$ cat config.mk
export PLATFORM = sky130hd
export DESIGN_NAME = state_sequencer_flat
export DESIGN_NICKNAME = d
export VERILOG_FILES = /design/src/rtl/mips_cpu_pkg.sv /design/src/rtl/state_sequencer_if.sv /design/src/rtl/instr_classifier.sv /design/src/rtl/state_sequencer.sv /design/src/flat_wrapper.sv
export SDC_FILE = /design/constraint.sdc
export NUM_CORES = 1
export LEC_CHECK = 0
export ABC_AREA = 0
export BUFFER_PORTS_ARGS = -buffer_cell sky130_fd_sc_hd__buf_2
export CORE_ASPECT_RATIO = 2
export CORE_UTILIZATION = 30
export CTS_CLUSTER_SIZE = 30
export DETAILED_ROUTE_END_ITERATION = 8
export RECOVER_POWER = 50
export SLEW_MARGIN = 15
export SYNTH_ARGS = -nofsm -noshare
export SYNTH_HDL_FRONTEND = slang
export SYNTH_SLANG_ARGS = --single-unit
export TNS_END_PERCENT = 20
$ cat constraint.sdc
create_clock -name clk -period 6.2 [get_ports clk]
set_input_delay 0.31 -clock clk [delete_from_list [all_inputs] [get_ports clk]]
set_output_delay 0.31 -clock clk [all_outputs]
set_load 0.02 [all_outputs]
$ cat src/rtl/mips_cpu_pkg.sv
// Shared definitions for the multi-cycle MIPS control path.
// Holds the sequencer state encoding (EXEC=0010 is fixed because the branch
// unit decodes it) and the opcode/function constants used by the classifier.
package mips_cpu_pkg;

  typedef enum logic [3:0] {
    StFetch     = 4'b0000,
    StDecode    = 4'b0001,
    StExec      = 4'b0010,
    StMem       = 4'b0011,
    StWriteback = 4'b0100,
    StHalted    = 4'b0101
  } state_e;

  // Full opcodes
  localparam logic [5:0] OpSpecial = 6'b000000;
  localparam logic [5:0] OpRegimm  = 6'b000001;
  localparam logic [5:0] OpJal     = 6'b000011;

  // Opcode class prefixes, opcode[5:3]
  localparam logic [2:0] OpClassImm   = 3'b001;
  localparam logic [2:0] OpClassLoad  = 3'b100;
  localparam logic [2:0] OpClassStore = 3'b101;

  // SPECIAL function codes that do not write a GPR
  localparam logic [5:0] FnJr      = 6'b001000;
  localparam logic [3:0] FnMultDiv = 4'b0110;  // fn[5:2]: MULT/MULTU/DIV/DIVU
  localparam logic [5:0] FnMthi    = 6'b010001;
  localparam logic [5:0] FnMtlo    = 6'b010011;

endpackage

$ cat src/rtl/state_sequencer_if.sv
// Memory handshake between the state sequencer and the memory system.
//   waitrequest : memory not ready, the current access is held
//   mem_read    : read strobe (instruction fetch or load)
//   mem_write   : write strobe (store)
// master = sequencer side, slave = memory side.
interface state_sequencer_if;

  logic waitrequest;
  logic mem_read;
  logic mem_write;

  modport master (
    input  waitrequest,
    output mem_read,
    output mem_write
  );

  modport slave (
    output waitrequest,
    input  mem_read,
    input  mem_write
  );

endinterface

$ cat src/rtl/instr_classifier.sv
// Combinational instruction classifier.
//   opcode_i, fn_i, info_i : fields of the instruction register (info_i = rt)
//   is_load_o              : opcode 100xxx
//   is_store_o             : opcode 101xxx
//   writes_gpr_o           : instruction class writes a general-purpose register
module instr_classifier
  import mips_cpu_pkg::*;
(
  input  logic [5:0] opcode_i,
  input  logic [5:0] fn_i,
  input  logic [4:0] info_i,
  output logic       is_load_o,
  output logic       is_store_o,
  output logic       writes_gpr_o
);

  logic special_writes;
  logic unused_info;

  // Only rt[4] (the link bit of REGIMM branches) matters here.
  assign unused_info = ^info_i[3:0];

  always_comb begin
    is_load_o      = (opcode_i[5:3] == OpClassLoad);
    is_store_o     = (opcode_i[5:3] == OpClassStore);
    special_writes = !((fn_i == FnJr) || (fn_i[5:2] == FnMultDiv) ||
                       (fn_i == FnMthi) || (fn_i == FnMtlo));
    writes_gpr_o = 1'b0;
    if (opcode_i == OpSpecial) begin
      writes_gpr_o = special_writes;
    end else if (opcode_i[5:3] == OpClassImm) begin
      writes_gpr_o = 1'b1;
    end else if (opcode_i == OpJal) begin
      writes_gpr_o = 1'b1;
    end else if (opcode_i == OpRegimm) begin
      writes_gpr_o = info_i[4];
    end
  end

endmodule

$ cat src/rtl/state_sequencer.sv
// Multi-cycle CPU state sequencer: FETCH, DECODE, EXEC, MEM, WRITEBACK, HALTED.
//   clk, reset_n        : clock, asynchronous active-low reset
//   mem                 : memory handshake (waitrequest in, mem_read/mem_write out)
//   opcode, fn, info    : instruction register fields
//   JumpIN              : branch/jump taken, sampled in EXEC
//   pc_is_zero          : PC equals 0, halts the CPU at the next fetch
//   state               : current state, also feeds the branch unit
//   ir_en, pc_en        : IR load / PC update strobes
//   pc_sel_target       : PC update loads the branch target (delay slot done)
//   reg_write           : GPR write strobe
//   active              : CPU running
//   retired             : count of completed instructions
module state_sequencer
  import mips_cpu_pkg::*;
(
  input  logic                clk,
  input  logic                reset_n,
  state_sequencer_if.master   mem,
  input  logic [5:0]          opcode,
  input  logic [5:0]          fn,
  input  logic [4:0]          info,
  input  logic                JumpIN,
  input  logic                pc_is_zero,
  output logic [3:0]          state,
  output logic                ir_en,
  output logic                pc_en,
  output logic                pc_sel_target,
  output logic                reg_write,
  output logic                active,
  output logic [31:0]         retired
);

  state_e      state_q, state_d;
  logic        branch_pending_q, branch_pending_d;
  logic [31:0] retired_q, retired_d;

  logic is_load, is_store, writes_gpr;
  logic rd_c, wr_c, ir_c, pc_c, rw_c, retire_c;

  instr_classifier u_classifier (
    .opcode_i     (opcode),
    .fn_i         (fn),
    .info_i       (info),
    .is_load_o    (is_load),
    .is_store_o   (is_store),
    .writes_gpr_o (writes_gpr)
  );

  always_ff @(posedge clk or negedge reset_n) begin
    if (!reset_n) begin
      state_q          <= StFetch;
      branch_pending_q <= 1'b0;
      retired_q        <= 32'd0;
    end else begin
      state_q          <= state_d;
      branch_pending_q <= branch_pending_d;
      retired_q        <= retired_d;
    end
  end

  always_comb begin
    state_d  = state_q;
    rd_c     = 1'b0;
    wr_c     = 1'b0;
    ir_c     = 1'b0;
    pc_c     = 1'b0;
    rw_c     = 1'b0;
    retire_c = 1'b0;
    case (state_q)
      StFetch: begin
        if (pc_is_zero) begin
          state_d = StHalted;
        end else begin
          rd_c = 1'b1;
          if (!mem.waitrequest) begin
            ir_c    = 1'b1;
            pc_c    = 1'b1;
            state_d = StDecode;
          end
        end
      end
      StDecode: state_d = StExec;
      StExec: begin
        if (is_load || is_store) begin
          state_d = StMem;
        end else if (writes_gpr) begin
          state_d = StWriteback;
        end else begin
          state_d  = StFetch;
          retire_c = 1'b1;
        end
      end
      StMem: begin
        rd_c = is_load;
        wr_c = !is_load;
        if (!mem.waitrequest) begin
          if (is_load) begin
            state_d = StWriteback;
          end else begin
            state_d  = StFetch;
            retire_c = 1'b1;
          end
        end
      end
      StWriteback: begin
        rw_c     = 1'b1;
        state_d  = StFetch;
        retire_c = 1'b1;
      end
      StHalted: state_d = StHalted;
      default:  state_d = StFetch;
    endcase
  end

  // A taken branch waits for the delay-slot fetch's PC update, then redirects
  // the one after it.
  always_comb begin
    branch_pending_d = branch_pending_q;
    if (pc_c) begin
      branch_pending_d = 1'b0;
    end else if ((state_q == StExec) && JumpIN) begin
      branch_pending_d = 1'b1;
    end
    retired_d = retired_q + {31'd0, retire_c};
  end

  // Strobes are gated by reset_n so an aborted access drops at the reset edge.
  assign mem.mem_read  = reset_n & rd_c;
  assign mem.mem_write = reset_n & wr_c;
  assign ir_en         = reset_n & ir_c;
  assign pc_en         = reset_n & pc_c;
  assign pc_sel_target = reset_n & pc_c & branch_pending_q;
  assign reg_write     = reset_n & rw_c;
  assign active        = (state_q != StHalted);
  assign state         = state_q;
  assign retired       = retired_q;

endmodule

$ cat src/flat_wrapper.sv
// flat-port wrapper written by rule: the top's interface ports become plain ports
module state_sequencer_flat import mips_cpu_pkg::*;
  (clk, reset_n, opcode, fn, info, JumpIN, pc_is_zero, state, ir_en, pc_en, pc_sel_target, reg_write, active, retired, mem_waitrequest, mem_mem_read, mem_mem_write);
  state_sequencer_if mem_i ();
  input  logic clk;
  input  logic reset_n;
  input  logic [5:0] opcode;
  input  logic [5:0] fn;
  input  logic [4:0] info;
  input  logic JumpIN;
  input  logic pc_is_zero;
  output logic [3:0] state;
  output logic ir_en;
  output logic pc_en;
  output logic pc_sel_target;
  output logic reg_write;
  output logic active;
  output logic [31:0] retired;
  input wire logic [$bits(mem_i.waitrequest)-1:0] mem_waitrequest;
  output wire logic [$bits(mem_i.mem_read)-1:0] mem_mem_read;
  output wire logic [$bits(mem_i.mem_write)-1:0] mem_mem_write;
  assign mem_i.waitrequest = mem_waitrequest;
  assign mem_mem_read = mem_i.mem_read;
  assign mem_mem_write = mem_i.mem_write;
  state_sequencer u_core (.clk(clk), .reset_n(reset_n), .mem(mem_i), .opcode(opcode), .fn(fn), .info(info), .JumpIN(JumpIN), .pc_is_zero(pc_is_zero), .state(state), .ir_en(ir_en), .pc_en(pc_en), .pc_sel_target(pc_sel_target), .reg_write(reg_write), .active(active), .retired(retired));
endmodule
==> results.cfg, run 1 <==
[sta]
setup_viol = 0
finalClockSkew_ns = 0.00571
hold_viol_final = 0
worst_pin_slew_ns = 2.12
final_max_slew_viol_count = 42
worst_slack_ns = 3.39
whs_ns = 0.273
tns_ns = 0
rsz0062_at_grt = false
fmax_mhz = 355
layout_worst_path_cycle_share = 0.454
finalCriticalPeriod_ns = 2.81
slew_headroom = -0.412

[logic_synthesis]
synth_compound_area_frac = 0.0597
ys_ff_latch = 36
synth_seq_area_share = 0.478
synth_warnings = 0
synth_ff_type = dfrtp_1
synth_nets = 202
synth_top_family_by_area = simple AND/OR/NAND/NOR gates
ys_types = 40
synth_area_leaders = dfrtp_1 (48%), xnor2_1 (12%), nand4_1 (3.0%)
synth_edf_count = 0
synth_top_area_cell = dfrtp_1
synth_common_cells = dfrtp_1 (36), xnor2_1 (26), nor2_1 (12), nand2_1 (10), nand4_1 (9)
yosys.area.top_type_share = 0.478
synth_fa_ha_area_frac = 0.0133
synth_xor_xnor_area_share = 0.139
synth-simple-area-share = 0.265
avgSynthCellArea_sq_um = 10.6
synthCells = 178
netlist_area_sq_um = 1890
synth_mux_area_frac = 0.0113
post-synth-top-count-cell = dfrtp_1
async_flop_share = 1.00

[final_layout]
nets = 263
diodes = 0
final_core_util = 0.395
drive_gt1_frac = 0.246
area_growth_pct = 26.8

[floorplan]
coreArea_sq_um = 6060
rows = 40
die_w_um = 58.1
initial_utilization = 0.311
die_area_sq_um = 6630
die_h_um = 114
io_pins = 65

[worst_setup_path]
end_kind = flop
crit_required_ns = 6.36
ff2ff_path_depth = 9
crit_arrival_ns = 2.97
crit_slowest_cell = dfrtp_1
start_kind = flop
cp_max_fo = 13
path_cells = nand2b_1 -> or3_1 -> o21ai_0 -> ha_1 -> ha_1 -> nand4_1 -> nor3_4 -> nand4_1 -> xnor2_1
slowest_delay_ns = 0.51
path_class = reg -> reg

[cts]
cts_sinks = 36
clock_path_buffers = 2
postCtsSetupRepairBufs = 0
numCtsBuffers = 5
cts-root-buf = clkbuf_16
cts_tree = built
clkLatencyLatePin_ns = 0.28
cts_resized = 0
holdBufCountCts = 0
clk_pin_slew_ns = 0.05
cts_max_level = 2

[power]
p_int_uw = 522
clockPowerShare = 0.367
power_frac_comb = 0.217
p_leak_uw = 0.00112
p_seq_frac = 0.415
p_sw_frac = 0.319
p_switching_uw = 245
ir_worst_vdd_v = 0.000194
powerDensity_nw_per_um2 = 321
p_total_uw = 766

[routing]
wl_um = 4090
drc = 3
wl_per_cell_um = 12.6
drt_iter0_drc = 42
viasPerCell = 4.74
vias = 1536
final_antenna_net_count = 0
first_pass_iters = 6

[global_route]
grt_use_total = 0.136
grt_pass1_wl_um = 6770
first_global_vias = 1475
overflow = 0
grt_max_degree = 42
antenna_found_initial = 0

[placed_design]
preCtsSetupSlack_ns = 3.23
dp_hpwl_um = 2990
gp_congestion = 0.724
portBuffers = 59

[min_path]
min_delay_path_depth = 3
hold_class = in -> reg

[status]
status = finished, violations left
violations = design-rule violations, max-capacitance violations, max-slew violations

[flow_run]
drv_cap = 1
## layout by cell type (no fill, tap or decap), types with 7 or more instances in the layout
cell      count
and3_1        7
buf_2        39
clkbuf_1     22
dfrtp_1      36
nand2_1      10
nand3_1       8
nand4_1       9
nor2_1       12
xnor2_1      26
## layer usage
metal  global-route usage  vias up  part of all wire
met2                0.250       42              0.55
met5                    0        -                 0
met1                0.133      742              0.39
met3               0.0350        7             0.039
met4               0.0714        0             0.026
li1                     -      745                 -
## stage by stage
stage / cell area (sq um) / cells
2_1_floorplan: 1890 / 178
3_3_place_gp: 2260 / 316
3_5_place_dp: 2260 / 316
4_1_cts: 2420 / 324
5_1_grt: 2390 / 324
6_report: 2390 / 324
## state kept, by name, summed over array words and instances (netlist names)
name and flops:
u_core.branch_pending_q 1, u_core.retired 32, u_core.state 3
## path summary, 6_finish.rpt
kind / from / slack (ns) / endpoint
max in group asynchronous: reset_n / 4.25 / u_core.retired[30]$_DFF_PN0_
min: JumpIN / 0.27 / u_core.branch_pending_q$_DFFE_PN0P_
min in group asynchronous: reset_n / 0.73 / u_core.retired[14]$_DFF_PN0_
max: u_core.state[2]$_DFFE_PN0P_ / 3.39 / u_core.retired[28]$_DFF_PN0_
min reg2reg: u_core.retired[31]$_DFF_PN0_ / 0.47 / u_core.retired[31]$_DFF_PN0_
max reg2reg: u_core.state[2]$_DFFE_PN0P_ / 3.39 / u_core.retired[28]$_DFF_PN0_
## layout make-up
class | instances | area (sq um)
Multi-Input combinational cell | 130 | 925
Sequential cell | 36 | 901
Timing Repair Buffer | 60 | 274
Tap cell | 84 | 105
Clock inverter | 2 | 35.0
Clock buffer | 6 | 129
Fill cell | 598 | 3660
Inverter | 6 | 22.5
## power groups by stage
| stage | sequential (uW) | combinational, uW | clock [uW] |
|---|---|---|---|
| after floorplan | 328 | 104 | 0 |
| after global placement | 321 | 170 | 0 |
| after detailed placement | 322 | 172 | 0 |
| after CTS | 318 | 173 | 289 |
| after global routing | 326 | 185 | 301 |
| final | 318 | 166 | 282 |
## cells by family (layout without fill, tap and decap cells)
family,after synthesis,after routing
fa+ha+maj,2,2
xor+xnor,30,30
other cells,1,1
simple gates,77,77
flops,36,36
buf+inv,12,74
mux,2,2
compound gates,18,18
## critical path: cells and delay by family (launching register included)
kind            cells  cell delay (ns)
simple gates        5             1.39
flops               1             0.51
fa+ha+maj           2             0.45
compound gates      1             0.18
xor+xnor            1             0.16
Power figures use the tool's default switching activity.
==> run 2, diff against run 1 <==
--- a/config.mk
+++ b/config.mk
@@ -5,7 +5,7 @@
 export SDC_FILE = /design/constraint.sdc
 export NUM_CORES = 1
 export LEC_CHECK = 0
-export ABC_AREA = 0
+export ABC_AREA = 1
 export BUFFER_PORTS_ARGS = -buffer_cell sky130_fd_sc_hd__buf_2
 export CORE_ASPECT_RATIO = 2
 export CORE_UTILIZATION = 30
==> constraint.sdc (replaced) <==
create_clock -name clk -period 2.9 [get_ports clk]
set_input_delay 0.145 -clock clk [delete_from_list [all_inputs] [get_ports clk]]
set_output_delay 0.145 -clock clk [all_outputs]
set_load 0.02 [all_outputs]
==> run 2 against run 1 <==
The flow finishes with violations (max-capacitance violations, max-slew violations). Maximum frequency increased by 11%. Worst setup slack worse by 3.0 ns. Sequential share of layout area fell by 4.1 points. Clock power grew 140%. Routed wire length grew 41%. Via count grew 31%. First-iteration DRC count is 130% higher. Critical path type unchanged. Largest cell class unchanged. Largest power group is now the clock network.
==> results.cfg, run 2 <==
[status]
status = finished, violations left
violations = max-capacitance violations, max-slew violations

[logic_synthesis]
yosys.area.top_type_share = 0.425
synth_mux_area_frac = 0
synth-simple-area-share = 0.381
async_flop_share = 1.00
synth_warnings = 0
synth_fa_ha_area_frac = 0.0118
netlist_area_sq_um = 2120
synth_edf_count = 0
synth_nets = 304
synthCells = 280
ys_types = 29
synth_seq_area_share = 0.425
synth_common_cells = nand2_1 (85), nor2_1 (38), dfrtp_1 (36), inv_1 (35), xor2_1 (13)
synth_ff_type = dfrtp_1
ys_ff_latch = 36
synth_compound_area_frac = 0.0289
synth_top_area_cell = dfrtp_1
avgSynthCellArea_sq_um = 7.57
synth_top_family_by_area = simple AND/OR/NAND/NOR gates
post-synth-top-count-cell = nand2_1
synth_area_leaders = dfrtp_1 (43%), nand2_1 (15%), nor2_1 (6.7%)
synth_xor_xnor_area_share = 0.0826

[min_path]
hold_class = in -> reg

[routing]
first_pass_iters = 4
wl_per_cell_um = 13.2
viasPerCell = 4.59
final_antenna_net_count = 0
vias = 2008
wl_um = 5770
drc = 0
drt_iter0_drc = 96

[global_route]
overflow = 0
grt_max_degree = 37
antenna_found_initial = 0
grtUsageMet3 = 0.0320
grt_use_total = 0.172
first_global_vias = 1957
busiest_layer = met2
grt_pass1_wl_um = 9050
grt_use_met2 = 0.317
use_met1 = 0.151

[worst_setup_path]
crit_start = u_core.state[2]$_DFFE_PN0P_
end_kind = flop
slowest_delay_ns = 0.47
r2r-end = u_core.retired[26]$_DFF_PN0_
cp.depth = 12
regToRegSetupSlack_ns = 0.36
cp_common_cell = nand2_1
path_class = reg -> reg
start_kind = flop
critPathCapture = u_core.retired[26]$_DFF_PN0_
cpLargestDelayFamily = simple AND/OR/NAND/NOR gates
path_cells = nor3_1 -> nand2_1 -> nand3_1 -> ha_1 -> ha_1 -> nand3_4 -> nor3_4 -> nand2_2 -> nor2_4 -> nand2_1 -> nand2_1 -> nand2_1
reg2reg_from = u_core.state[2]$_DFFE_PN0P_
crit_required_ns = 3.08
crit_slowest_cell = nor3_1
cp_max_fo = 6
crit_buf_inv = 0
crit_arrival_ns = 2.72
ff2ff_path_depth = 12

[final_layout]
largest_register_ffs = 32
diodes = 0
nets = 370
final_common_cell = nand2_1
mostFrequentLayoutCells = nand2_1 (85), nor2_1 (38), buf_2 (37), dfrtp_1 (36), inv_1 (35)
area_growth_pct = 26.5
final_cells = 437
drive_gt1_frac = 0.179

[power]
p_total_uw = 1680
ir_worst_vdd_v = 0.000278
powerDensity_nw_per_um2 = 626
p_leak_uw = 0.00133

[cts]
postCtsSetupRepairBufs = 0
clk_pin_slew_ns = 0.06
cts_resized = 0
cts_max_level = 2
numCtsBuffers = 5
clkLatencyLatePin_ns = 0.29
holdBufCountCts = 1
cts_tree = built
cts-root-buf = clkbuf_16
cts_sinks = 36
clock_path_buffers = 2

[floorplan]
coreArea_sq_um = 6890
rows = 43
io_pins = 65
die_h_um = 121
die_w_um = 61.4
die_area_sq_um = 7430
initial_utilization = 0.308

[sta]
tns_ns = 0
setup_viol = 0
final_max_slew_viol_count = 37
worst_pin_slew_ns = 2.04
fmax_mhz = 394
slew_headroom = -0.359
finalClockSkew_ns = 0.00850
rsz0062_at_grt = false
hold_viol_final = 0
layout_worst_path_cycle_share = 0.876
finalCriticalPeriod_ns = 2.54

[placed_design]
gp_congestion = 0.859
portBuffers = 59
dp_hpwl_um = 4630
dpl.cell_count = 428

[flow_run]
drv_cap = 1
==> run 2: changes by cell type in the layout (fill, tap and decap cells not counted), moves of 8 or more <==
cell / delta
nand2_1: +75
inv_1: +29
nor2_1: +26
xnor2_1: -19
xor2_1: +9
nor3_1: +8
==> run 2: area by class of cell <==
cell class,count,area [sq um]
fillers,755,4210
clock buffers,7,153
flip-flops and latches,36,901
well taps,90,113
clock inverters,1,30.0
multi-input cells,207,1070
inverters,35,131
repair buffers,61,282
==> run 2: where the power goes <==
group | switching, uW | total [uW] | internal [uW]
clock | 213 | 665 | 453
combinational | 248 | 372 | 124
sequential | 73.4 | 640 | 567
==> run 2: logic make-up after synthesis <==
family,after synthesis
buffers and inverters,37
and+or+nand+nor,173
xor gates and xnor gates,20
other,1
adders and majority gates,2
AOI/OAI and AO/OA,11
DFF,36
==> run 2: worst register-to-register path, stage by stage (launching register included) <==
cell and delay, ns:
dfrtp_1 0.44, nor3_1 0.47, nand2_1 0.10, nand3_1 0.12, ha_1 0.21, ha_1 0.24, nand3_4 0.14, nor3_4 0.28
nand2_2 0.10, nor2_4 0.15, nand2_1 0.07, nand2_1 0.06, nand2_1 0.05
==> run 2: worst min path at each step <==
stage	from	endpoint	depth (start not counted)	slack, ns
detailed placement	reset_n	u_core.retired[24]$_DFF_PN0_	2	0.30
finish	mem_waitrequest	u_core.state[0]$_DFFE_PN0P_	3	0.15
floorplan	reset_n	u_core.branch_pending_q$_DFFE_PN0P_	0	-0.15
CTS	mem_waitrequest	u_core.state[0]$_DFFE_PN0P_	3	0.13
global placement	reset_n	u_core.retired[24]$_DFF_PN0_	2	0.31
global route	mem_waitrequest	u_core.state[0]$_DFFE_PN0P_	3	0.16
==> run 2: metrics by stage <==
step	hold slack (ns)	instance area, sq um	setup WS [ns]	util
after global routing	0.156	2680	0.104	0.389
after CTS	0.132	2710	0.352	0.394
after detailed placement	0.297	2520	0.375	0.366
final	0.146	2680	0.361	0.389
after global placement	0.310	2520	0.439	0.366
after floorplan	-0.151	2120	0.689	-
==> run 2: routing by layer <==
| metal | routed length [um] | vias up |
|---|---|---|
| met4 | 347 | 0 |
| met3 | 260 | 18 |
| met1 | 1960 | 919 |
| met5 | 0 | - |
| met2 | 3210 | 69 |
| li1 | - | 1002 |
